==> src/rtl/stage_ctrl_multi.sv <==
// stage_ctrl_multi: MENU/SYNC/GAME/OVER stage controller for one local board and NPEER remote peers
module stage_ctrl_multi #(
   parameter int NPEER       = 1,
   parameter int TIMEOUT_CYC = 50000000
) (
   input  logic             clk,
   input  logic             reset,
   input  logic             mouse_left,
   input  logic             on_start_btn,
   input  logic             on_connect_btn,
   input  logic             on_return_btn,
   input  logic             game_finish,
   input  logic [NPEER-1:0] rx_connect,
   input  logic [NPEER-1:0] rx_start,
   input  logic [NPEER-1:0] rx_finish,
   output logic             tx_connect,
   output logic             tx_start,
   output logic             tx_finish,
   output logic [NPEER-1:0] linked,
   output logic             role,
   output logic [1:0]       state,
   output logic             game_init,
   output logic             finish_src,
   output logic             sync_timeout
);
   localparam int TW = $clog2(TIMEOUT_CYC);
   localparam logic MASTER = 1'b0;
   localparam logic SLAVE  = 1'b1;
   typedef enum logic [1:0] {MENU = 2'd0, SYNC = 2'd1, GAME = 2'd2, OVER = 2'd3} state_t;
   state_t        state_q, state_d;
   logic          tx_connect_q, tx_connect_d;
   logic          tx_start_q, tx_start_d;
   logic          tx_finish_q, tx_finish_d;
   logic          role_q, role_d;
   logic          finish_src_q, finish_src_d;
   logic          sync_timeout_q, sync_timeout_d;
   logic [TW-1:0] timer_q, timer_d;
   logic          mouse_left_q;
   logic          click;
   assign click        = mouse_left_q & ~mouse_left;
   assign linked       = rx_connect & {NPEER{tx_connect_q}};
   assign tx_connect   = tx_connect_q;
   assign tx_start     = tx_start_q;
   assign tx_finish    = tx_finish_q;
   assign role         = role_q;
   assign state        = state_q;
   assign game_init    = state_q != GAME;
   assign finish_src   = finish_src_q;
   assign sync_timeout = sync_timeout_q;
   // state and output registers; reset returns everything to MENU / idle
   always_ff @(posedge clk) begin
      if (reset) begin
         state_q        <= MENU;
         tx_connect_q   <= 1'b0;
         tx_start_q     <= 1'b0;
         tx_finish_q    <= 1'b0;
         role_q         <= MASTER;
         finish_src_q   <= 1'b0;
         sync_timeout_q <= 1'b0;
         timer_q        <= '0;
         mouse_left_q   <= 1'b0;
      end else begin
         state_q        <= state_d;
         tx_connect_q   <= tx_connect_d;
         tx_start_q     <= tx_start_d;
         tx_finish_q    <= tx_finish_d;
         role_q         <= role_d;
         finish_src_q   <= finish_src_d;
         sync_timeout_q <= sync_timeout_d;
         timer_q        <= timer_d;
         mouse_left_q   <= mouse_left;
      end
   end
   // next-state: button clicks act on release; SYNC waits for all linked peers to ack or times out
   always_comb begin
      state_d        = state_q;
      tx_connect_d   = tx_connect_q;
      tx_start_d     = tx_start_q;
      tx_finish_d    = tx_finish_q;
      role_d         = role_q;
      finish_src_d   = finish_src_q;
      sync_timeout_d = 1'b0;
      timer_d        = timer_q;
      case (state_q)
         MENU: begin
            tx_finish_d = 1'b0;
            if (click && on_connect_btn) begin
               tx_connect_d = ~tx_connect_q;
               role_d       = tx_connect_q ? MASTER : (|rx_connect ? SLAVE : MASTER);
            end
            if (role_q == SLAVE) begin
               if (|(rx_start & linked)) begin
                  state_d    = GAME;
                  tx_start_d = 1'b1;
               end
            end else if (click && on_start_btn) begin
               tx_start_d = 1'b1;
               state_d    = (linked == '0) ? GAME : SYNC;
               timer_d    = (linked == '0) ? timer_q : TW'(TIMEOUT_CYC - 1);
            end
         end
         SYNC: begin
            if ((rx_start & linked) == linked) begin
               state_d = GAME;
            end else if (timer_q == '0) begin
               state_d        = MENU;
               tx_start_d     = 1'b0;
               sync_timeout_d = 1'b1;
            end else begin
               timer_d = timer_q - 1'b1;
            end
         end
         GAME: begin
            if (game_finish) begin
               state_d      = OVER;
               tx_start_d   = 1'b0;
               tx_finish_d  = 1'b1;
               finish_src_d = 1'b0;
            end else if (|(rx_finish & linked)) begin
               state_d      = OVER;
               tx_start_d   = 1'b0;
               finish_src_d = 1'b1;
            end
         end
         default: begin
            tx_start_d = 1'b0;
            if (click && on_return_btn) begin
               state_d     = MENU;
               tx_finish_d = 1'b0;
            end
         end
      endcase
   end
endmodule
==> config.mk <==
export PLATFORM = sky130hd
export DESIGN_NAME = stage_ctrl_multi
export DESIGN_NICKNAME = d
export VERILOG_FILES = /design/src/rtl/stage_ctrl_multi.sv
export SDC_FILE = /design/constraint.sdc
export NUM_CORES = 1
export LEC_CHECK = 0
export CAP_MARGIN = 20
export CORE_UTILIZATION = 45
export CTS_CLUSTER_SIZE = 16
export DETAILED_ROUTE_END_ITERATION = 10
export PLACE_DENSITY_LB_ADDON = 0.25
export SKIP_CTS_REPAIR_TIMING = 1
export SLEW_MARGIN = 20
export SYNTH_ARGS = -nofsm -noshare
export SYNTH_HDL_FRONTEND = slang
export SYNTH_SLANG_ARGS = --single-unit
==> constraint.sdc <==
create_clock -name clk -period 1.9 [get_ports clk]
set_input_delay 0.19 -clock clk [delete_from_list [all_inputs] [get_ports clk]]
set_output_delay 0.19 -clock clk [all_outputs]
set_load 0.01 [all_outputs]
After elaboration in Yosys (flattened, before gate mapping)
Index checks and enable logic that the tools add are counted.
Storage, ports and cells
  bits in registers: 35
  input bits: 10
  logic and storage cells: 80
Cells by class
  add/sub/neg operators: 1
  equality and inequality tests: 15
  muxes and demuxes: 32
  bitwise logic cells: 7
  reduce and logical (&&, ||, !) cells: 16
Operators with widths (number)
  $mux W26: 5
  $pmux W26 S2: 1
  $logic_not A26 Y1: 1
  $sub A26 B1 Y26 const B: 1
  $mux W2: 9
  $ne A2 B2 Y1 const B: 8
  $mux W1: 14
  $ne A3 B3 Y1 const B: 4
  $reduce_and A5 Y1: 2
  $pmux W1 S3: 2
  $pmux W2 S3: 1
  $reduce_and A6 Y1: 1
  $and A1 B1 Y1: 4
  $reduce_and A2 Y1: 2
  $reduce_bool A2 Y1: 2
  $reduce_bool A4 Y1: 1
  $logic_and A1 B1 Y1: 3
  $not A1 Y1: 3
  $reduce_and A3 Y1: 1
  $reduce_bool A3 Y1: 1
  $reduce_or A3 Y1: 1
  $eq A2 B1 Y1 const B: 1
  $eq A2 B2 Y1 const B: 1
  $logic_not A2 Y1: 1
  $eq A1 B1 Y1: 1

Logic depth before layout (Yosys ltp)
Gate-level depths: netlist of the first run.
  word-level depth: 6
  mapped depth: 8

Worst setup path before layout of the first run
Ideal clock, no wire load.
  path type: reg2reg
  start: register timer_q[0]
  end: register timer_q[22]
  arrival time: 1.951 ns
  required time: 1.826 ns
  path slack: -0.125 ns
  cell stages (with the launch flop): 8
  buffers on the path: 0
  clock period less this slack: 2.025 ns
  cells stage by stage: dfxtp_1 -> inv_1 -> ha_1 -> or3b_2 -> nor2_4 -> nand3_2 -> or4_1 -> a31oi_1
Between the ends
  word-level cells in the longest chain between the ends: 4
Ends and longest elaborated chain
  from (decl): RTL line 37  | logic [TW-1:0] timer_q, timer_d;
  from (signal assigned): RTL line 70  | timer_q <= timer_d;
  $sub A26 B1 Y26: RTL line 110  | timer_d = timer_q - 1'b1;
  $mux W26: RTL line 105  | end else if (timer_q == '0) begin
  $mux W26: RTL line 103  | if ((rx_start & linked) == linked) begin
  $pmux W26 S2: RTL line 84  | case (state_q)
Parallel ways exist; a longest one is shown, timed or not. The select of a mux whose other input is x is not followed.
A chain may end at the register's enable or synchronous reset.

Worst setup path after layout of the first run
  start: register timer_q[8]
  end: register timer_q[12]
Same word-level chain as after synthesis.

==> impl_metrics.yaml, run 1 <==
flow_run:
  drv_cap: 0
layout:
  drive_above_1_share_pct: 37.8
  post-route-cell-area_um2: 3190
  layout_common_cells: "sky130_fd_sc_hd__buf_4, sky130_fd_sc_hd__dfxtp_1, sky130_fd_sc_hd__clkdlybuf4s50_1"
  area.sequential_um2: 708
  layout.filler_cells: 355
  final_net_count: 351
  ant_diodes: 0
  most_common_library_cell_in_the_layout_ignoring_fill_and_taps: "sky130_fd_sc_hd__buf_4"
  area_delta_synth_final_pct: 47.2
  finalCoreUtilization_pct: 70.8
  multi_input_area_um2: 1610
floorplanning:
  top_level_ports: 20
  die_y_um: 71.4
  rows: 24
  floorplan.initialDensity_pct: 48.1
  die_w_um: 71.4
  floorplan.core_area_um2: 4500
  die_area_um2: 5100
global_route:
  grt_max_degree: 15
  grt_remaining_overflow: 0
  grt_use_total_pct: 26.1
  grt_pass1_vias: 2258
  grt_first_pass_wirelength_um: 10400
  antenna_violations_before_repair: 0
worst_setup_path:
  crit_path_max_fanout: 4
  worstReg2RegEnd: "timer_q[12]"
  critPathCapture: "timer_q[12]"
  reg2reg_slack_ps: -130
  r2r.worst_path.cells: 6
  worstPathRequired_ps: 2120
  crit_path_end_kind: "register"
  crit_path_cell_trace: "nor4_4, nand4_1, o21ai_4, buf_4, a2111oi_2, a311oi_2"
  worst_path_dominant_cell_family: "simple AND/OR/NAND/NOR gates"
  critPathArrivalTime_ps: 2240
  critical_path_depth: 6
  crit_buf_inv: 1
  r2r-start: "timer_q[8]"
  slowest_stage: "sky130_fd_sc_hd__nor4_4"
  critPathLaunchType: "register"
  worst_setup_path_startpoint: "timer_q[8]"
  timing.setup.critical_path_class: "register to register"
  critPathMaxStageDelay_ps: 410
yosys:
  synth_seq_cells: 35
  synth_enable_flop_cells: 0
  synthArstFlopShare_pct: 0
  synth_flop_cell: "sky130_fd_sc_hd__dfxtp_1"
  yosysWarningCount: 0
  distinct_cell_type_count_of_the_synthesized_netlist: 57
  synthesis.nets: 274
  syn-mean-instance-area_um2: 8.24
  sequential_area_share_after_synthesis_pct: 32.3
  post_synth_inst_count: 263
  syn-cell-area_um2: 2170
sta:
  final.setup.worst_slack_ps: -127
  max_freq_mhz: 493
  setup_clock_skew_after_layout_ps: 5.95
  final_min_period_over_clock_period_pct: 107
  fin_crit_ps: 2030
  worst_slew_pin_slew_ps: 424
  maxSlewHeadroom_pct: 71.7
  final-max-slew-violation-count: 0
  setup_viol: 15
  rsz0062_at_grt: "yes"
  final_hold_viol_count: 0
placement:
  numPortBuffers: 19
  total_cell_area_at_the_placement_stage_um2: 2820
  routabilityCongestion: 0.987
  hpwl_um: 4720
clocking:
  cts-root-buf: "sky130_fd_sc_hd__clkbuf_8"
  htreeDepth: 2
  cts_num_sinks: 35
  clock_path_buffers: 2
  clk-insertion-delay-late_ps: 300
  tritoncts_clock_tree: "done"
  numCtsBuffers: 5
  worst_setup_hold_path_clk_slew_ps: 80
routing:
  postRouteAntennaNets: 0
  post-route-drc-count: 3
  dr.first_iter.drc_count: 199
  routed_wire_length_per_instance_um: 16.9
  via_density_per_instance: 6.17
  via_count: 2426
  routed_wl_um: 6660
  dr.pass1.iters: 8
pwr:
  power.ir.vdd_worst_mv: 0.296
  static-leakage-power_uw: 0.00124
  power.density_cell_area_nw_per_um2: 578
hold_path:
  timing.hold.worst.class: "register to register"
outcome:
  run_status: "finished with violations"
  violations: "DRC, setup timing"
==> layer usage <==
metal	wire length (um)	share of wire (%)	track usage, %	vias to the layer above
met1	2880	43	32.8	1142
met4	177	2.7	9.11	0
met2	3230	48	43.6	92
li1	-	-	-	1173
met5	0	0	0	-
met3	376	5.6	6.47	19
==> flip-flops by register name, indices dropped and copies added (netlist names) <==
signal,flops
tx_connect,1
timer_q,26
role,1
sync_timeout,1
mouse_left_q,1
tx_start,1
tx_finish,1
state,2
finish_src,1
==> final cells by class <==
class	count	area share, %
multi-input combinational	208	50.4
sequential	35	22.2
timing repair buffer	80	20.5
clock buffer	6	2.59
tap	52	2.04
inverter	10	1.18
clock inverter	2	1.10
==> Yosys cell counts, types with 6 or more instances <==
library cell                instances  area [um2]
sky130_fd_sc_hd__a211oi_1           8        60.1
sky130_fd_sc_hd__nand2_1           19        71.3
sky130_fd_sc_hd__nor3_1            14        70.1
sky130_fd_sc_hd__nand2b_1           8        50.1
sky130_fd_sc_hd__nand3_1            8        40.0
sky130_fd_sc_hd__dfxtp_1           35         701
sky130_fd_sc_hd__or4_1              6        45.0
sky130_fd_sc_hd__inv_1             10        37.5
sky130_fd_sc_hd__a31oi_1            7        43.8
sky130_fd_sc_hd__o21ai_0            6        30.0
sky130_fd_sc_hd__nand4_1            8        50.1
sky130_fd_sc_hd__nor2_1            17        63.8
sky130_fd_sc_hd__mux2i_1            8        80.1
sky130_fd_sc_hd__nor4_1             8        50.1
sky130_fd_sc_hd__a21oi_1           16        80.1
sky130_fd_sc_hd__a2111oi_0          6        52.6
==> worst min-delay path, stage by stage (launching register included) <==
cell                      delay [ps]
sky130_fd_sc_hd__dfxtp_1         330
sky130_fd_sc_hd__nand2_1          60
sky130_fd_sc_hd__mux2i_1          60
==> how the worst min path moves through the flow <==
stage,slack (ps),cells past startpoint,startpoint,to
after detailed placement,480,2,tx_finish,tx_finish
after CTS,490,2,tx_finish,tx_finish
final,490,2,timer_q[24],timer_q[24]
after global routing,510,2,timer_q[24],timer_q[24]
after global placement,460,2,timer_q[24],timer_q[24]
after floorplan,290,1,game_finish,finish_src
==> stage by stage <==
step	setup TNS, ps	hold WS (ps)	cells	total power (uW)	setup slack (ps)
finish	-833	488	393	1850	-127
global route	-1520	506	393	1900	-148
CTS	-2030	491	393	1790	-331
detailed placement	-1660	480	385	1090	-277
global placement	-1380	463	385	1080	-212
floorplan	-16.2	287	263	940	-16.2
==> kinds of logic after synthesis <==
group / Yosys count / synth area share [%]
simple gates: 121 / 33.3
compound gates: 77 / 25.0
flops: 35 / 32.3
buf+inv: 20 / 4.73
mux: 8 / 3.70
xor+xnor: 1 / 0.404
fa+ha+maj: 1 / 0.577
==> report_power, final <==
group | total [uW] | switching (uW) | internal (uW)
logic | 354 | 184 | 170
registers | 765 | 16.7 | 748
clock network | 727 | 302 | 425
Note: power is estimated with default switching activity, not from simulation.
==> run 2, diff against run 1 <==
--- a/config.mk
+++ b/config.mk
@@ -9,7 +9,7 @@
 export CORE_UTILIZATION = 45
 export CTS_CLUSTER_SIZE = 16
 export DETAILED_ROUTE_END_ITERATION = 10
-export PLACE_DENSITY_LB_ADDON = 0.25
+export PLACE_DENSITY_LB_ADDON = 0.1
 export SKIP_CTS_REPAIR_TIMING = 1
 export SLEW_MARGIN = 20
 export SYNTH_ARGS = -nofsm -noshare
==> impl_metrics.yaml, run 2 (synthesis results as in run 1) <==
sta:
  fin_crit_ps: 1900
  worst_slew_pin_slew_ps: 464
  max_freq_mhz: 527
  final_min_period_over_clock_period_pct: 99.8
  holdWs_ps: 487
  maxSlewHeadroom_pct: 69.0
  final.setup.worst_slack_ps: 3.76
  setup_viol: 0
  final-max-slew-violation-count: 0
  final_hold_viol_count: 0
  setup_total_negative_slack_ps: 0
  rsz0062_at_grt: "yes"
  setup_clock_skew_after_layout_ps: 11.7
global_route:
  grtUsageMet1_pct: 33.3
  antenna_violations_before_repair: 0
  grt_first_pass_wirelength_um: 10300
  grt_remaining_overflow: 0
  grt_util_met2_pct: 43.4
  groute.layer.met3.usage_pct: 6.47
  globalRoute.busiestLayer: "met2"
  grt_pass1_vias: 2220
  grt_use_total_pct: 26.4
  grt_max_degree: 17
clocking:
  htreeDepth: 2
  numCtsBuffers: 5
  clk-insertion-delay-late_ps: 300
  worst_setup_hold_path_clk_slew_ps: 80
  tritoncts_clock_tree: "done"
  cts_num_sinks: 35
  cts-root-buf: "sky130_fd_sc_hd__clkbuf_8"
  clock_path_buffers: 2
worst_setup_path:
  critical_path.most_common_cell: "sky130_fd_sc_hd__buf_4"
  crit_path_end_kind: "register"
  worstPathRequired_ps: 2080
  slowest_stage: "sky130_fd_sc_hd__dfxtp_2"
  crit_path_max_fanout: 6
  critPathArrivalTime_ps: 2070
  timing.setup.critical_path_class: "register to register"
  critPathLaunchType: "register"
  crit_path_cell_trace: "buf_4, nor4_2, buf_4, nand3_1, buf_4, nor4_2, buf_4, a21o_1, a211oi_1"
  critPathMaxStageDelay_ps: 330
layout:
  finalCoreUtilization_pct: 75.6
  final_net_count: 369
  post-route-cell-area_um2: 3410
  layout_common_cells: "sky130_fd_sc_hd__buf_4, sky130_fd_sc_hd__dfxtp_1, sky130_fd_sc_hd__clkdlybuf4s50_1"
  top_register: "timer_q"
  ant_diodes: 0
  layout.filler_cells: 335
  area_delta_synth_final_pct: 57.2
  largest_register_ffs: 26
  drive_above_1_share_pct: 45.1
  most_common_library_cell_in_the_layout_ignoring_fill_and_taps: "sky130_fd_sc_hd__buf_4"
placement:
  place_worst_setup_slack_ps: -138
  hpwl_um: 4720
  routabilityCongestion: 0.846
  total_cell_area_at_the_placement_stage_um2: 2880
  numPortBuffers: 19
floorplanning:
  top_level_ports: 20
  floorplan.initialDensity_pct: 48.1
  rows: 24
  die_w_um: 71.4
  die_area_um2: 5100
  floorplan.core_area_um2: 4500
  die_y_um: 71.4
routing:
  routed_wire_length_per_instance_um: 17.0
  postRouteAntennaNets: 0
  dr.first_iter.drc_count: 185
  via_density_per_instance: 6.12
  dr.pass1.iters: 8
  post-route-drc-count: 3
  via_count: 2515
  routed_wl_um: 6990
outcome:
  violations: "DRC"
  run_status: "finished with violations"
pwr:
  power.ir.vdd_worst_mv: 0.409
  static-leakage-power_uw: 0.00136
  power.density_cell_area_nw_per_um2: 545
flow_run:
  drv_cap: 0
hold_path:
  timing.hold.worst.class: "register to register"
run 2: changes by cell type in the layout (fill, tap and decap cells not counted), sizes merged:
cell | before | now
o21a | 4 | 5
buf | 61 | 78
run 2: final cells by class:
class	count	area (um2)	share of cell area, %
multi-input combinational	209	1690	49.7
timing repair buffer	97	783	23.0
sequential	35	709	20.8
clock buffer	6	82.6	2.42
tap	52	65.1	1.91
inverter	10	37.5	1.10
clock inverter	2	35.0	1.03
run 2: path summary, 6_finish.rpt:
check,to,startpoint,cells past startpoint,slack (ps)
worst max-delay path,timer_q[15],timer_q[0],9,4
worst min register to register,timer_q[24],timer_q[24],2,490
worst min-delay path,timer_q[24],timer_q[24],2,490
worst max register to register,timer_q[15],timer_q[0],9,4
run 2: worst max-delay path: cells and delay by family (launching register included):
kind                   cells  cell delay, ps
buffers and inverters      4             650
AND/OR/NAND/NOR            3             650
flip-flops                 1             330
AO/OA/AOI/OAI              2             120
run 2: power breakdown:
part | internal [uW] | switching (uW) | total, uW | leakage (uW)
clock | 424 | 280 | 705 | 0.0000612
combinational | 190 | 196 | 386 | 0.00101
sequential | 749 | 16.6 | 766 | 0.000286
total | 1360 | 493 | 1860 | 0.00136
run 2: through the flow:
stage	total power, uW	std cells
4_1_cts	1790	401
2_1_floorplan	940	263
3_5_place_dp	1090	393
5_1_grt	1930	411
3_3_place_gp	1090	393
6_report	1860	411
run 2: per-layer routing:
| layer | share of wire, % | wire [um] |
|---|---|---|
| met1 | 45 | 3120 |
| met2 | 48 | 3330 |
| met3 | 4.1 | 287 |
| met4 | 3.7 | 257 |
| met5 | 0 | 0 |
==> run 3, diff against run 2 <==
--- a/config.mk
+++ b/config.mk
@@ -10,6 +10,7 @@
 export CTS_CLUSTER_SIZE = 16
 export DETAILED_ROUTE_END_ITERATION = 10
 export PLACE_DENSITY_LB_ADDON = 0.1
+export REMOVE_ABC_BUFFERS = 1
 export SKIP_CTS_REPAIR_TIMING = 1
 export SLEW_MARGIN = 20
 export SYNTH_ARGS = -nofsm -noshare
==> impl_metrics.yaml, run 3 (synthesis results as in run 1) <==
sta:
  maxSlewHeadroom_pct: 74.1
  setup_viol: 2
  max_freq_mhz: 523
  fin_crit_ps: 1910
  final_hold_viol_count: 0
  worst_slew_pin_slew_ps: 388
  final-max-slew-violation-count: 0
  final.setup.worst_slack_ps: -11.6
  setup_clock_skew_after_layout_ps: 7.78
  final_min_period_over_clock_period_pct: 101
  rsz0062_at_grt: "yes"
  setup_total_negative_slack_ps: -14.1
hold_path:
  worst_hold_path.num_cells: 2
  timing.hold.worst.class: "register to register"
  holdCritStartpoint: "tx_finish"
  min_to: "tx_finish"
floorplanning:
  die_area_um2: 5100
  top_level_ports: 20
  floorplan.initialDensity_pct: 48.1
  die_w_um: 71.4
  die_y_um: 71.4
  floorplan.core_area_um2: 4500
  rows: 24
routing:
  via_count: 2516
  dr.first_iter.drc_count: 186
  post-route-drc-count: 1
  postRouteAntennaNets: 0
  routed_wire_length_per_instance_um: 16.8
  routed_wl_um: 6940
  dr.pass1.iters: 7
  via_density_per_instance: 6.09
worst_setup_path:
  slowest_stage: "sky130_fd_sc_hd__or3b_4"
  timing.setup.critical_path_class: "register to register"
  critPathLaunchType: "register"
  reg2reg_slack_ps: -10
  crit_path_cell_trace: "inv_2, ha_4, or3b_4, nor2_4, nand2_2, a2111oi_4, buf_4, mux2i_1"
  worstPathRequired_ps: 2110
  r2r.worst_path.cells: 8
  critPathArrivalTime_ps: 2120
  critPathMaxStageDelay_ps: 410
  crit_path_end_kind: "register"
  r2r-start: "timer_q[0]"
  worstReg2RegEnd: "timer_q[24]"
  crit_path_max_fanout: 3
layout:
  multi_input_area_um2: 1700
  final_net_count: 373
  drive_above_1_share_pct: 45.2
  layout_common_cells: "sky130_fd_sc_hd__buf_4, sky130_fd_sc_hd__dfxtp_1, sky130_fd_sc_hd__clkdlybuf4s50_1"
  area_delta_synth_final_pct: 58.5
  layoutNonFillerInstCount: 413
  top_register: "timer_q"
  finalCoreUtilization_pct: 76.3
  area.sequential_um2: 709
  largest_register_ffs: 26
  ant_diodes: 0
  layout.filler_cells: 338
  most_common_library_cell_in_the_layout_ignoring_fill_and_taps: "sky130_fd_sc_hd__buf_4"
global_route:
  grt_pass1_vias: 2389
  grt_max_degree: 17
  grt_use_total_pct: 27.3
  grt_remaining_overflow: 0
  antenna_violations_before_repair: 0
  grt_first_pass_wirelength_um: 10900
outcome:
  violations: "DRC, setup timing"
  run_status: "finished with violations"
pwr:
  finalPower_uw: 1650
  power.ir.vdd_worst_mv: 0.321
  power.density_cell_area_nw_per_um2: 482
  static-leakage-power_uw: 0.00138
clocking:
  worst_setup_hold_path_clk_slew_ps: 70
  tritoncts_clock_tree: "done"
  cts-root-buf: "sky130_fd_sc_hd__clkbuf_8"
  clk-insertion-delay-late_ps: 290
  htreeDepth: 2
  clock_path_buffers: 2
  cts_num_sinks: 35
  numCtsBuffers: 5
placement:
  hpwl_um: 4820
  place_worst_setup_slack_ps: -264
  routabilityCongestion: 0.989
  numPortBuffers: 19
  placed_cells: 399
flow_run:
  drv_cap: 0
run 3: how the worst max path moves through the flow:
stage / from / to / slack, ps
floorplan: timer_q[0] / timer_q[22] / -120
global placement: timer_q[0] / timer_q[24] / -210
detailed placement: timer_q[0] / timer_q[24] / -260
CTS: timer_q[0] / timer_q[24] / -300
global route: timer_q[0] / timer_q[24] / -110
finish: timer_q[0] / timer_q[24] / -10
run 3: report_power, final:
part           leakage (uW)  switching [uW]  internal (uW)  total, uW
Sequential         0.000286            16.5            749        766
Combinational       0.00106             195            194        390
Clock             0.0000371             255            244        499
Total               0.00138             467           1190       1650
run 3: worst max-delay path, delay by kind of cell, from the launching register on:
kind	cells	cell delay, ps
compound gates	1	280
fa+ha+maj	1	140
buf+inv	2	220
flops	1	330
mux	1	160
simple gates	3	710
run 3: area by class of cell:
cell class              instances  area share (%)
multi-input cells             208            49.3
well taps                      52            1.89
repair buffers                102            24.9
flip-flops and latches         35            20.6
inverters                      10            1.09
clock buffers                   6            2.11
run 3: per-layer routing:
| layer | global-route usage, % | vias to the layer above | part of all wire [%] |
|---|---|---|---|
| li1 | - | 1218 | - |
| met1 | 36.5 | 1188 | 42 |
| met2 | 44.2 | 97 | 49 |
| met3 | 4.64 | 13 | 7.3 |
| met4 | 10.4 | 0 | 1.8 |
| met5 | 0 | - | 0 |
run 3: per-stage QoR:
stage | instance area (um2) | hold slack [ps]
finish | 3440 | 491
global placement | 2930 | 470
CTS | 3010 | 488
floorplan | 2100 | 259
detailed placement | 2930 | 476
global route | 3440 | 524
